==> src/rtl/ahb_arb_ctrl.sv <==
// AHB bus arbiter controller: round-robin grant sequencing with burst protection,
// locked-transfer hold and per-master SPLIT masking for up to 16 masters.
module ahb_arb_ctrl #(
  parameter int unsigned NUM_MST     = 16,
  parameter int unsigned DEFAULT_MST = 0
) (
  input  logic        hclk,
  input  logic        hrst_n,
  input  logic [15:0] hbusreqx,
  input  logic [15:0] hlockx,
  input  logic [15:0] hsplitx,
  input  logic [1:0]  htrans,
  input  logic        hready,
  input  logic [1:0]  hresp,
  output logic [15:0] hgrantx,
  output logic [3:0]  hmaster,
  output logic        hmastlock,
  output logic [15:0] split_mask,
  output logic        lock_split_err
);

  typedef enum logic [1:0] {
    ST_IDLE,
    ST_OWN,
    ST_LOCK
  } state_t;

  localparam logic [1:0]  TR_IDLE   = 2'b00;
  localparam logic [1:0]  TR_NONSEQ = 2'b10;
  localparam logic [1:0]  RESP_SPLIT = 2'b11;
  localparam logic [15:0] VALID_MASK = 16'((33'h1 << NUM_MST) - 33'h1);
  localparam logic [15:0] DEF_OH     = 16'(16'h1 << DEFAULT_MST);
  localparam logic [3:0]  DEF_IDX    = 4'(DEFAULT_MST);

  state_t      state, state_n;
  logic [3:0]  rr_ptr, rr_n;
  logic [15:0] grant_n;
  logic [15:0] mask_n;
  logic [15:0] split_set;
  logic [15:0] elig_arb;
  logic [15:0] default_grant;
  logic [15:0] win_oh;
  logic [3:0]  win_idx;
  logic [3:0]  owner;
  logic        owner_valid;
  logic        ap;
  logic        split_now;
  logic        do_arb;
  logic        lse_n;

  assign ap        = hready && (htrans == TR_IDLE || htrans == TR_NONSEQ);
  assign split_now = hready && (hresp == RESP_SPLIT);
  assign split_set = split_now ? (16'h1 << hmaster) : '0;
  // A SPLIT landing on the same edge as its resume pulse keeps the master parked.
  assign mask_n    = ((split_mask & ~hsplitx) | split_set) & VALID_MASK;
  assign elig_arb  = hbusreqx & ~split_mask & ~split_set & VALID_MASK;
  assign default_grant = mask_n[DEFAULT_MST] ? '0 : DEF_OH;

  always_comb begin
    owner       = '0;
    owner_valid = 1'b0;
    for (int unsigned i = 0; i < NUM_MST; i++) begin
      if (hgrantx[i]) begin
        owner       = 4'(i);
        owner_valid = 1'b1;
      end
    end
  end

  always_comb begin
    win_idx = rr_ptr;
    win_oh  = '0;
    for (int unsigned k = NUM_MST; k >= 1; k--) begin
      if (elig_arb[(32'(rr_ptr) + k) % NUM_MST]) begin
        win_idx = 4'((32'(rr_ptr) + k) % NUM_MST);
      end
    end
    if (elig_arb != '0) win_oh = 16'h1 << win_idx;
  end

  always_ff @(posedge hclk) begin
    if (!hrst_n) state <= ST_IDLE;
    else         state <= state_n;
  end

  always_comb begin
    do_arb  = 1'b0;
    state_n = state;
    unique case (state)
      ST_IDLE: do_arb = ap || split_now;
      ST_OWN: begin
        if (split_now) do_arb = 1'b1;
        else if (ap && hlockx[owner] && hbusreqx[owner]) state_n = ST_LOCK;
        else if (ap) do_arb = 1'b1;
      end
      ST_LOCK: do_arb = split_now || (ap && !hlockx[owner]);
      default: do_arb = 1'b1;
    endcase
    if (do_arb) state_n = (elig_arb != '0) ? ST_OWN : ST_IDLE;
  end

  always_comb begin
    grant_n = hgrantx;
    rr_n    = rr_ptr;
    lse_n   = split_now && (state == ST_LOCK);
    if (do_arb && elig_arb != '0) begin
      grant_n = win_oh;
      rr_n    = win_idx;
    end else if (do_arb || state == ST_IDLE) begin
      grant_n = default_grant;
    end
  end

  always_ff @(posedge hclk) begin
    if (!hrst_n) begin
      hgrantx        <= DEF_OH;
      hmaster        <= DEF_IDX;
      hmastlock      <= 1'b0;
      split_mask     <= '0;
      lock_split_err <= 1'b0;
      rr_ptr         <= DEF_IDX;
    end else begin
      hgrantx        <= grant_n;
      split_mask     <= mask_n;
      lock_split_err <= lse_n;
      rr_ptr         <= rr_n;
      if (hready) begin
        if (owner_valid) hmaster <= owner;
        hmastlock <= owner_valid && ((state == ST_LOCK) || hlockx[owner]);
      end
    end
  end

endmodule

==> config.mk <==
export PLATFORM = sky130hd
export DESIGN_NAME = ahb_arb_ctrl
export DESIGN_NICKNAME = d
export VERILOG_FILES = /design/src/rtl/ahb_arb_ctrl.sv
export SDC_FILE = /design/constraint.sdc
export NUM_CORES = 1
export LEC_CHECK = 0
export BUFFER_PORTS_ARGS = -buffer_cell sky130_fd_sc_hd__buf_2
export CAP_MARGIN = 25
export CORE_ASPECT_RATIO = 0.5
export CORE_MARGIN = 8
export CORE_UTILIZATION = 55
export DETAILED_ROUTE_END_ITERATION = 8
export PLACE_DENSITY = 0.79
export SYNTH_ARGS = -nofsm -noshare
export SYNTH_HDL_FRONTEND = slang
export SYNTH_SLANG_ARGS = --single-unit
==> constraint.sdc <==
create_clock -name hclk -period 9.5 [get_ports hclk]
set_clock_uncertainty 0.2 [all_clocks]
set_input_delay 0.95 -clock hclk [delete_from_list [all_inputs] [get_ports hclk]]
set_output_delay 0.95 -clock hclk [all_outputs]
set_load 0.03 [all_outputs]
==> summary.md <==
| Metric | Value |
|---|---|
| Status | completed |
| Switching share of total power | 0.559 |
| Synth Net Count | 688 |
| Number of instances in the synthesized netlist | 626 |
| Drt via density | 6.79 |
| Number of vias in the routed layout | 5482 |
| Cell Area, Synth | 4920 um2 |
| Port Buf Inserts | 91 |
| Peak VDD IR | 0.000316 V |
| Total power per unit cell area | 459 nW/um2 |
| Flops & latches, synth | 44 |
| Final GP Congestion | 1.00 |
| Leakage component of the power | 2.24 nW |
| TritonCTS clock tree | built |
| Final core utilization | 0.633 |
| Worst setup SP type | register |
| Total DRC errors in the routed layout | 0 |
| Number of standard-cell rows in the floorplan | 24 |
| Core Footprint | 8710 um2 |
| Clock latency of the later-clocked register in the worst-skew pair | 0.28 ns |
| Final Hold Fails | 0 |
| Final Setup Violations | 0 |
| First-pass GRT wire length | 25900 um |
| Sequential power share | 0.108 |
| Post-synth cell types | 80 |
| Highest fanout seen on the critical path | 19 |
| Antenna Violating Nets Remaining | 0 |
| Async set-or-reset flop fraction in the synthesized netlist | 0 |
| Clock period minus final worst setup slack | 5.89 ns |
| Initial antenna violation count | 0 |
| Leading register cell type out of synthesis | sky130_fd_sc_hd__dfxtp_1 |
| Clk pwr share | 0.071 |
| Measured slew at the worst slew-check pin | 0.910 ns |
| Post-synthesis to final-layout area growth | 12.1% |
| Setup repair after global routing missed its margin | false |
| Number of inserted filler cells in the final layout | 811 |
| Launch point of the critical path | rr_ptr[1] |
| Count of warnings emitted by yosys | 0 |
| Total half-perimeter wirelength after legalization and detailed placement | 12300 um |
| Area of the multi-input gates | 3760 um2 |
| Combinational fraction of design power | 0.821 |
| Number of global-route vias before repair | 5121 |
| Area used by sequential logic in the layout | 881 um2 |
| Avg Cell Area, Syn | 7.86 um2 |
| Post-synth EDFFs | 0 |
| Crit path required time | 9.53 ns |
| Post-place setup slack | 3.68 ns |
| Achievable clock frequency | 170 MHz |
| Die Y | 82.9 um |
| Fin crit share | 0.620 |
| Wirelength per Cell | 20.3 um |
| Worst path setup slack after routing | 3.61 ns |
| IO Pins | 93 |
| Pre-Repair DR Iteration Count | 5 |
| Critical path destination | hgrantx[9] |
| Sum of overflow across all layers after global routing | 0 |
| Cell breakdown of the critical path | clkinv_1, ha_1, clkinv_1, nor2_1, nand3_1, and4_1, a222oi_1, o2111a_1, nand3_1, a32oi_1, nand2_1, nor4_1, o21a_1 |
| Portion of the post-synthesis area used by sequential elements | 0.179 |
| Worst endpoint data arrival time | 5.91 ns |
| Starting density of the core | 0.565 |
| Net Sw Power | 1.41 mW |
| Iteration-0 DRC count of the detailed router | 726 |
| Worst slew margin relative to its limit | 0.392 |
| Number of max-slew violations in the final report | 0 |
| Setup TNS after final layout | 0 ns |
| Register-to-Register Path Depth | 13 |
| CTS hold repair buffers | 0 |
| Placed inst area | 5360 um2 |
| Detailed Route WL | 16400 um |
| Total CTS buffers | 5 |
| Pin count of the biggest net entering global routing | 42 |
| Worst R2R End | hgrantx[9] |
| Internal power | 1.12 mW |
| Max-Cap Viols | 0 |
| Final #Nets | 752 |
| Post-CTS repair timing setup buffer count | 0 |
| Element type at the critical path end | register |
| Total die area | 12400 um2 |
| Number of clock sinks seen by CTS | 44 |
| Htree depth | 2 |
| Class of the tightest hold or removal check | reg2reg |
| Resize count post-CTS | 0 |
| CTS clock-pin slew for the worst setup and hold paths | 0.06 ns |
| Critical path start-end classification | reg2reg |
| Launch instance of the worst register-to-register path | rr_ptr[1] |
| Total routing resource utilization after global routing | 0.251 |
| Post-layout instance area | 5520 um2 |
| Buffer depth of the longest clock path | 2 |
| Ratio of cells with drive above 1 in the final layout | 0.214 |
| R2r setup slk | 3.61 ns |
| Highest cell delay on the worst timing path | 0.96 ns |
| Slowest-stage cell, CP | sky130_fd_sc_hd__ha_1 |
| Clock root cell | sky130_fd_sc_hd__clkbuf_16 |
| Chip Width | 150 um |
| Number of diodes added for antenna fixing | 0 |
-- layer usage --
metal | vias to the layer above | track usage | wire [um]
li1 | 2516 | - | -
met3 | 44 | 0.0379 | 1440
met2 | 339 | 0.400 | 7560
met4 | 0 | 0.0865 | 371
met5 | - | 0 | 0
met1 | 2583 | 0.337 | 7050
-- synth_stat cells (5+ instances only) --
cell	number	area share
sky130_fd_sc_hd__nor2_1	61	0.047
sky130_fd_sc_hd__dfxtp_1	44	0.18
sky130_fd_sc_hd__a21oi_1	35	0.036
sky130_fd_sc_hd__nand2_1	35	0.027
sky130_fd_sc_hd__o21ai_0	35	0.036
sky130_fd_sc_hd__nand3_1	33	0.034
sky130_fd_sc_hd__inv_1	23	0.018
sky130_fd_sc_hd__nor2b_1	22	0.028
sky130_fd_sc_hd__o211ai_1	20	0.031
sky130_fd_sc_hd__clkbuf_1	18	0.014
sky130_fd_sc_hd__mux2i_1	18	0.037
sky130_fd_sc_hd__and2_1	17	0.022
sky130_fd_sc_hd__nand2b_1	17	0.022
sky130_fd_sc_hd__mux4_2	16	0.073
sky130_fd_sc_hd__o21a_1	14	0.021
sky130_fd_sc_hd__o22ai_1	13	0.017
sky130_fd_sc_hd__nand4_1	12	0.015
sky130_fd_sc_hd__mux2_2	11	0.025
sky130_fd_sc_hd__buf_2	10	0.010
sky130_fd_sc_hd__xnor2_1	10	0.018
sky130_fd_sc_hd__a211o_1	8	0.014
sky130_fd_sc_hd__a22o_1	8	0.014
sky130_fd_sc_hd__o2111ai_1	8	0.014
sky130_fd_sc_hd__ha_1	7	0.018
sky130_fd_sc_hd__nor3_1	7	0.0071
sky130_fd_sc_hd__o21ai_1	7	0.0071
sky130_fd_sc_hd__xor2_1	7	0.012
sky130_fd_sc_hd__a21o_1	6	0.0092
sky130_fd_sc_hd__a211oi_1	5	0.0076
sky130_fd_sc_hd__nor4_1	5	0.0064
sky130_fd_sc_hd__nor4b_1	5	0.0089
-- critical path, delay by kind of cell, from the launching register on --
kind            cells  cell delay, ns
compound gates      4            1.30
fa+ha+maj           1            0.96
buf+inv             2            1.20
flops               1            0.76
simple gates        6            1.40
-- layout make-up --
class,instances,area share
Clock buffer,7,0.0277
Timing Repair Buffer,94,0.0867
Tap cell,117,0.0265
Multi-Input combinational cell,520,0.682
Sequential cell,44,0.160
Inverter,25,0.0170
-- kinds of logic after synthesis --
family,synth area share
AOI/OAI and AO/OA,0.301
xor gates and xnor gates,0.0303
adders and majority gates,0.0178
buffers and inverters,0.0560
DFF,0.179
muxes,0.145
and+or+nand+nor,0.271
-- metrics by stage --
stage / hold WS (ns) / instances / total power, mW
after CTS: 0.293 / 807 / 2.46
after detailed placement: 0.278 / 800 / 2.27
final: 0.288 / 807 / 2.53
after floorplan: 0.363 / 626 / 1.89
after global placement: 0.264 / 800 / 2.25
after global routing: 0.335 / 807 / 2.69
-- sequential cells by signal, summed over array words and instances (netlist names) --
name / cells
hgrantx: 16
split_mask: 16
hmaster: 4
rr_ptr: 4
state: 2
hmastlock: 1
lock_split_err: 1
-- worst min-delay path by stage --
stage                  start  slack (ns)             end  cells past startpoint
5_1_grt        split_mask[6]        0.33   split_mask[6]                      2
2_1_floorplan       state[0]        0.36  lock_split_err                      3
6_report           hmastlock        0.29       hmastlock                      2
4_1_cts            hmastlock        0.29       hmastlock                      2
3_5_place_dp       hmastlock        0.28       hmastlock                      2
3_3_place_gp       hmastlock        0.26       hmastlock                      2
-- power by group through the flow --
stage	Combinational, mW	Clock [mW]	Sequential (mW)
2_1_floorplan	1.60	0	0.289
3_3_place_gp	1.98	0	0.272
3_5_place_dp	2.00	0	0.274
4_1_cts	2.01	0.180	0.270
5_1_grt	2.22	0.187	0.279
6_report	2.08	0.180	0.273
-- layout by cell type, fill, tap and decap left out, types with 7 or more instances in the layout --
master	Yosys	final
sky130_fd_sc_hd__o21ai_1	7	7
sky130_fd_sc_hd__a22o_1	8	8
sky130_fd_sc_hd__a211o_1	8	8
sky130_fd_sc_hd__mux4_2	16	16
sky130_fd_sc_hd__and2_1	17	17
sky130_fd_sc_hd__dfxtp_1	44	44
sky130_fd_sc_hd__ha_1	7	7
sky130_fd_sc_hd__nand2_1	35	35
sky130_fd_sc_hd__nand4_1	12	12
sky130_fd_sc_hd__buf_2	10	91
sky130_fd_sc_hd__nor3_1	7	7
sky130_fd_sc_hd__inv_1	23	23
sky130_fd_sc_hd__o211ai_1	20	20
sky130_fd_sc_hd__o21a_1	14	14
sky130_fd_sc_hd__xor2_1	7	7
sky130_fd_sc_hd__o2111ai_1	8	8
sky130_fd_sc_hd__nor2b_1	22	22
sky130_fd_sc_hd__nand3_1	33	33
sky130_fd_sc_hd__mux2i_1	18	18
sky130_fd_sc_hd__nand2b_1	17	17
sky130_fd_sc_hd__a21oi_1	35	35
sky130_fd_sc_hd__o21ai_0	35	35
sky130_fd_sc_hd__xnor2_1	10	10
sky130_fd_sc_hd__mux2_2	11	11
sky130_fd_sc_hd__nor2_1	61	61
sky130_fd_sc_hd__o22ai_1	13	13
Note: power is estimated with default switching activity, not from simulation.
